===== config.mk =====
export PLATFORM = sky130hd
export DESIGN_NAME = rec_tran_rx
export DESIGN_NICKNAME = d
export VERILOG_FILES = /design/src/rtl/rec_tran_rx.sv
export SDC_FILE = /design/constraint.sdc
export NUM_CORES = 1
export LEC_CHECK = 0
export CAP_MARGIN = 20
export CORE_MARGIN = 5
export CORE_UTILIZATION = 50
export CTS_BUF_LIST = sky130_fd_sc_hd__clkbuf_4 sky130_fd_sc_hd__clkbuf_8
export CTS_CLUSTER_DIAMETER = 50
export DETAILED_ROUTE_END_ITERATION = 10
export PLACE_DENSITY = 0.69
export SYNTH_ARGS = -nofsm -noshare
export SYNTH_HDL_FRONTEND = slang
export SYNTH_SLANG_ARGS = --single-unit
export TNS_END_PERCENT = 10

===== constraint.sdc =====
create_clock -name i_clk -period 2.9 [get_ports i_clk]
set_input_delay 0.29 -clock i_clk [delete_from_list [all_inputs] [get_ports i_clk]]
set_output_delay 0.29 -clock i_clk [all_outputs]
set_load 0.005 [all_outputs]

===== src/rtl/rec_tran_rx.sv =====
// rec_tran_rx: OTN serial receiver - bit recovery, FAS hunt, checksum, ARQ ACK.
// Optional REC_NACK_INJECT_EN adds i_force_nack to force a NACK in CHECK.
module rec_tran_rx #(
  parameter int FRAME_BYTES    = 4165,
  parameter int TICKS_PER_BIT  = 20,
  parameter int ACK_SYM_CYCLES = 1
) (
  input  logic       i_clk,
  input  logic       i_rst,
  input  logic       i_sclk_en_16_x_baud,
  input  logic       i_otn_rx_data,
  input  logic       i_arq_en,
`ifdef REC_NACK_INJECT_EN
  input  logic       i_force_nack,
`endif
  output logic [7:0] o_data,
  output logic       o_data_valid,
  output logic       o_frame_start,
  output logic       o_frame_done,
  output logic       o_frame_good,
  output logic [7:0] o_bad_frame_cnt,
  output logic       o_otn_tx_ack
);

  localparam int PW = (TICKS_PER_BIT > 1) ? $clog2(TICKS_PER_BIT) : 1;
  localparam int BW = $clog2(FRAME_BYTES + 1);
  localparam int SW = (ACK_SYM_CYCLES > 1) ? $clog2(ACK_SYM_CYCLES) : 1;

  localparam logic [47:0]   FAS        = 48'h282828F6F6F6;
  localparam logic [PW-1:0] PH_LAST    = PW'(TICKS_PER_BIT - 1);
  localparam logic [PW-1:0] PH_MID     = PW'(TICKS_PER_BIT / 2 - 1);
  localparam logic [BW-1:0] BYTES_LAST = BW'(FRAME_BYTES - 1);
  localparam logic [BW-1:0] BYTES_FAS  = BW'(6);
  localparam logic [SW-1:0] SYM_LAST   = SW'(ACK_SYM_CYCLES - 1);

  typedef enum logic [2:0] {
    HUNT,
    RECV,
    CHECK,
    ACK_START,
    ACK_BIT,
    ACK_STOP
  } state_t;

  state_t        state_q, state_d;
  logic [3:0]    sync_q, sync_d;
  logic [PW-1:0] phase_q, phase_d;
  logic [47:0]   hunt_q, hunt_d;
  logic [7:0]    byte_q, byte_d;
  logic [2:0]    bit_cnt_q, bit_cnt_d;
  logic [BW-1:0] byte_cnt_q, byte_cnt_d;
  logic [7:0]    xor_q, xor_d;
  logic [SW-1:0] sym_q, sym_d;
  logic          ack_bit_q, ack_bit_d;
  logic [7:0]    data_q, data_d;
  logic          valid_q, valid_d;
  logic          start_q, start_d;
  logic          done_q, done_d;
  logic          good_q, good_d;
  logic [7:0]    bad_cnt_q, bad_cnt_d;
  logic          tx_q, tx_d;

  logic          force_nack;
  logic          edge_w;
  logic          sample;
  logic          rx_bit;
  logic [47:0]   shift_h;
  logic [7:0]    shift_b;
  logic          good_w;

`ifdef REC_NACK_INJECT_EN
  assign force_nack = i_force_nack;
`else
  assign force_nack = 1'b0;
`endif

  // Edge resyncs the bit phase and suppresses a coincident sample.
  assign rx_bit  = sync_q[2];
  assign edge_w  = sync_q[2] ^ sync_q[3];
  assign sample  = i_sclk_en_16_x_baud & ~edge_w
                 & (phase_q == PH_MID);
  assign shift_h = {rx_bit, hunt_q[47:1]};
  assign shift_b = {rx_bit, byte_q[7:1]};
  assign good_w  = (xor_q == 8'h00) & ~force_nack;

  always_comb begin
    sync_d     = {sync_q[2:0], i_otn_rx_data};
    phase_d    = phase_q;
    state_d    = state_q;
    hunt_d     = hunt_q;
    byte_d     = byte_q;
    bit_cnt_d  = bit_cnt_q;
    byte_cnt_d = byte_cnt_q;
    xor_d      = xor_q;
    sym_d      = sym_q;
    ack_bit_d  = ack_bit_q;
    data_d     = data_q;
    valid_d    = 1'b0;
    start_d    = 1'b0;
    done_d     = 1'b0;
    good_d     = good_q;
    bad_cnt_d  = bad_cnt_q;
    tx_d       = tx_q;

    if (edge_w) begin
      phase_d = '0;
    end else if (i_sclk_en_16_x_baud) begin
      if (phase_q == PH_LAST) phase_d = '0;
      else                    phase_d = phase_q + PW'(1);
    end

    case (state_q)
      HUNT: begin
        if (sample) begin
          hunt_d = shift_h;
          if (shift_h == FAS) begin
            start_d    = 1'b1;
            state_d    = RECV;
            hunt_d     = '0;
            byte_d     = '0;
            byte_cnt_d = BYTES_FAS;
            bit_cnt_d  = '0;
            xor_d      = '0;
          end
        end
      end
      RECV: begin
        if (sample) begin
          byte_d    = shift_b;
          bit_cnt_d = bit_cnt_q + 3'd1;
          if (bit_cnt_q == 3'd7) begin
            data_d     = shift_b;
            valid_d    = 1'b1;
            xor_d      = xor_q ^ shift_b;
            byte_cnt_d = byte_cnt_q + BW'(1);
            if (byte_cnt_q == BYTES_LAST) state_d = CHECK;
          end
        end
      end
      CHECK: begin
        done_d    = 1'b1;
        good_d    = good_w;
        ack_bit_d = good_w;
        hunt_d    = '0;
        sym_d     = '0;
        if (!good_w && bad_cnt_q != 8'hFF)
          bad_cnt_d = bad_cnt_q + 8'd1;
        if (i_arq_en) begin
          state_d = ACK_START;
          tx_d    = 1'b0;
        end else begin
          state_d = HUNT;
        end
      end
      ACK_START: begin
        if (sym_q == SYM_LAST) begin
          sym_d   = '0;
          state_d = ACK_BIT;
          tx_d    = ack_bit_q;
        end else begin
          sym_d = sym_q + SW'(1);
        end
      end
      ACK_BIT: begin
        if (sym_q == SYM_LAST) begin
          sym_d   = '0;
          state_d = ACK_STOP;
          tx_d    = 1'b0;
        end else begin
          sym_d = sym_q + SW'(1);
        end
      end
      ACK_STOP: begin
        if (sym_q == SYM_LAST) begin
          sym_d   = '0;
          state_d = HUNT;
          tx_d    = 1'b1;
        end else begin
          sym_d = sym_q + SW'(1);
        end
      end
      default: begin
        state_d = HUNT;
        hunt_d  = '0;
        tx_d    = 1'b1;
      end
    endcase
  end

  always_ff @(posedge i_clk) begin
    if (i_rst) begin
      state_q    <= HUNT;
      sync_q     <= '0;
      phase_q    <= '0;
      hunt_q     <= '0;
      byte_q     <= '0;
      bit_cnt_q  <= '0;
      byte_cnt_q <= '0;
      xor_q      <= '0;
      sym_q      <= '0;
      ack_bit_q  <= 1'b0;
      data_q     <= '0;
      valid_q    <= 1'b0;
      start_q    <= 1'b0;
      done_q     <= 1'b0;
      good_q     <= 1'b0;
      bad_cnt_q  <= '0;
      tx_q       <= 1'b1;
    end else begin
      state_q    <= state_d;
      sync_q     <= sync_d;
      phase_q    <= phase_d;
      hunt_q     <= hunt_d;
      byte_q     <= byte_d;
      bit_cnt_q  <= bit_cnt_d;
      byte_cnt_q <= byte_cnt_d;
      xor_q      <= xor_d;
      sym_q      <= sym_d;
      ack_bit_q  <= ack_bit_d;
      data_q     <= data_d;
      valid_q    <= valid_d;
      start_q    <= start_d;
      done_q     <= done_d;
      good_q     <= good_d;
      bad_cnt_q  <= bad_cnt_d;
      tx_q       <= tx_d;
    end
  end

  assign o_data          = data_q;
  assign o_data_valid    = valid_q;
  assign o_frame_start   = start_q;
  assign o_frame_done    = done_q;
  assign o_frame_good    = good_q;
  assign o_bad_frame_cnt = bad_cnt_q;
  assign o_otn_tx_ack    = tx_q;

endmodule


==> run_results.csv <==
group,metric,value,unit
place,place.gp.congestion,0.793,
die,fp.dieW,106,um
critical_path,slowest_stage,"dfxtp_1",
synth,avgSynthCellArea,10.0,um2
global_route,busiest_layer,"met2",
die,dieArea,11200,um2
sta,max_freq,435,MHz
synth,seq_area_frac_synth,0.486,
sta,drv_slew,0,
synth,ys_top_cells_by_count,"111 x dfxtp_1, 55 x a22o_1, 51 x nand2_1, 32 x a21oi_1, 20 x nor2_1",
critical_path,path_delay_family,"simple AND/OR/NAND/NOR gates",
critical_path,arrival,2.56,ns
synth,yosysTopAreaCellShare,0.486,
power,total_leakage_power,1.73,nW
cts,clkSlewWorstSetupHoldPaths,0.11,ns
synth,synth_ff_type,"dfxtp_1",
die,start_util,0.505,
power,ir_worst_vdd,0.300,mV
global_route,met3_usage,0.0386,
synth,synth_fp_nets,468,
critical_path,required,3.16,ns
routing,final_antenna_net_count,0,
routing,drt_iter0_drc,202,
power,p_per_area,487,nW/um2
global_route,grt_pass1_vias,3317,
synth,ys_types,64,
sta,relSlewSlack,0.470,
critical_path,critPathMaxFanout,10,
routing,dr.pass1.iters,5,
die,rows,35,
sta,rsz0062_at_grt,"no",
sta,min_period,2.30,ns
critical_path,max_stage_delay,0.68,ns
global_route,grt_pass1_wl,16500,um
sta,worst_pin_slew,0.790,ns
cts,ctsHtreeMaxLevel,3,
finish,fin_util,0.558,
routing,avgRoutedWirePerCell,16.0,um
die,die_y,106,um
global_route,grt_max_degree,49,
global_route,use_met2,0.283,
global_route,grt.overflow.total,0,
critical_path,cp-start-kind,"flip-flop",
critical_path,path_cells,"xor2_4 > or3_1 > nor2_2 > a21oi_2 > a211o_1",
status,status,"completed",
sta,fin_crit_sh,0.793,
routing,viasPerCell,6.07,
critical_path,path_buf_inv,0,
place,dp.final_hpwl,6080,um
routing,wl,9340,um
flow_run,drv_cap,0,
global_route,antenna_found_initial,0,
sta,finalSetupTns,0,ns
synth,yosysMostFrequentCell,"dfxtp_1",
critical_path,cp-end-kind,"flip-flop",
synth,yosysWarnings,0,
finish,drive_above_1_share,0.0909,
sta,setup_viol,0,
finish,diodes,0,
place,io_buffers,25,
finish,fin_nets,480,
die,core_area,9060,um2
cts,holdBufCountCts,0,
routing,num_vias,3542,
cts,cts_tree,"built",
min_path,hp-class,"input port to flip-flop",
cts,clockBufferDepth,2,
synth,synthArstFlopShare,0,
die,io_pins,26,
finish,syn_to_final_growth,10.5,%
cts,post_cts_buffers,0,
synth,synth-edff-count,0,
cts,worstSkewPairLatency,0.37,ns
global_route,grt_use_total,0.176,
synth,synth_area,4570,um2
cts,cts-resized-gates,0,
global_route,met1_usage,0.244,
cts,cts_sinks,111,
synth,synthCells,456,
sta,skew,0.0159,ns
cts,cts_made_buffers,9,
synth,ys_top_cells_by_area,"dfxtp_1 49%, a22o_1 11%, nand2_1 4.2%, a21oi_1 3.5%, a311oi_1 2.9%",
critical_path,crit_type,"flip-flop to flip-flop",
cts,clock-root-buffer,"clkbuf_8",
routing,drcViolationCount,0,
synth,synth_area_leader_cell,"dfxtp_1",
synth,synth.ff_latch_count,111,
sta,final-hold-violation-count,0,
==> stage by stage <==
| step | instance area (um2) | hold WS (ns) | power, mW | setup WS [ns] | std cells |
|---|---|---|---|---|---|
| global route | 5050 | 0.373 | 2.56 | 0.434 | 584 |
| global placement | 4870 | 0.417 | 1.62 | 0.383 | 568 |
| floorplan | 4570 | 0.381 | 1.61 | 0.956 | 456 |
| CTS | 5050 | 0.342 | 2.48 | 0.609 | 584 |
| finish | 5050 | 0.338 | 2.46 | 0.599 | 584 |
| detailed placement | 4870 | 0.427 | 1.62 | 0.317 | 568 |
==> path summary, 6_finish.rpt <==
kind / start / depth (start not counted) / endpoint / slack, ns
min reg2reg: sync_q[1]$_SDFF_PP0_ / 1 / sync_q[2]$_SDFF_PP0_ / 0.45
max: sync_q[2]$_SDFF_PP0_ / 5 / byte_cnt_q[12]$_SDFFE_PP0P_ / 0.60
max reg2reg: sync_q[2]$_SDFF_PP0_ / 5 / byte_cnt_q[12]$_SDFFE_PP0P_ / 0.60
min: i_rst / 3 / byte_cnt_q[0]$_SDFFE_PP0P_ / 0.34
==> sequential cells by signal (all words and copies together), names as in the netlist <==
signal and count:
bit_cnt_q 3, phase_q 5, o_data_valid 1, o_frame_start 1, o_bad_frame_cnt 8, o_frame_good 1, byte_cnt_q 13, o_frame_done 1
o_otn_tx_ack 1, byte_q 7, hunt_q 47, xor_q 8, sync_q 4, o_data 8, state_q 3
==> area by class of cell <==
type / instances / area (um2)
repair buffers: 33 / 330
multi-input cells: 308 / 2160
clock buffers: 10 / 131
fillers: 815 / 4010
flip-flops and latches: 111 / 2220
well taps: 111 / 139
inverters: 5 / 18.8
clock inverters: 6 / 51.3
==> cell usage in the layout (no fill, tap or decap), types with 2 or more instances in the layout <==
master           count
nand2b_1             2
ha_1                 7
dfxtp_1            111
clkdlybuf4s50_1     24
o21a_1               2
o41ai_1              2
and3_1               6
a22o_1              55
nand2_1             51
clkinv_4             2
o21ai_0              5
a211oi_1             2
xor2_1               2
nor4b_1              5
nand4_1              8
or4_1                4
nor3b_1              2
inv_1                5
xnor2_1              7
a21boi_0             4
or3_1                2
nand3_1              6
and2_1               2
a31oi_1              4
a41oi_1              4
clkbuf_8             9
a21oi_1             32
nor3_1               6
buf_12               2
nor2b_1              6
and4_1               4
nor4_1               7
inv_6                2
a31o_2               3
nor2_1              20
buf_4                6
nor4bb_1             5
mux2i_1              2
a311oi_1            15
==> worst reg2reg max path, cell delays in order, from the launching register on <==
cell	delay, ns
dfxtp_1	0.68
xor2_4	0.20
or3_1	0.49
nor2_2	0.28
a21oi_2	0.21
a211o_1	0.33
==> cells by family (layout without fill, tap and decap cells) <==
kind of cell / Yosys count / after routing / share of synthesized area
and+or+nand+nor: 152 / 152 / 0.197
xor gates and xnor gates: 10 / 10 / 0.0233
DFF: 111 / 111 / 0.486
buffers and inverters: 37 / 54 / 0.0416
adders and majority gates: 7 / 7 / 0.0191
AOI/OAI and AO/OA: 137 / 137 / 0.229
muxes: 2 / 2 / 0.00438
==> routing by layer <==
layer / vias up / part of all wire
met5: - / 0
met4: 0 / 0.0075
met3: 7 / 0.036
met2: 65 / 0.47
met1: 1726 / 0.48
li1: 1744 / -
==> report_power, final <==
group	switching [mW]	leakage, nW	internal [mW]
sequential	0.00580	0.895	1.53
combinational	0.0371	0.734	0.0162
clock	0.538	0.0966	0.337
Note: power is estimated with default switching activity, not from simulation.
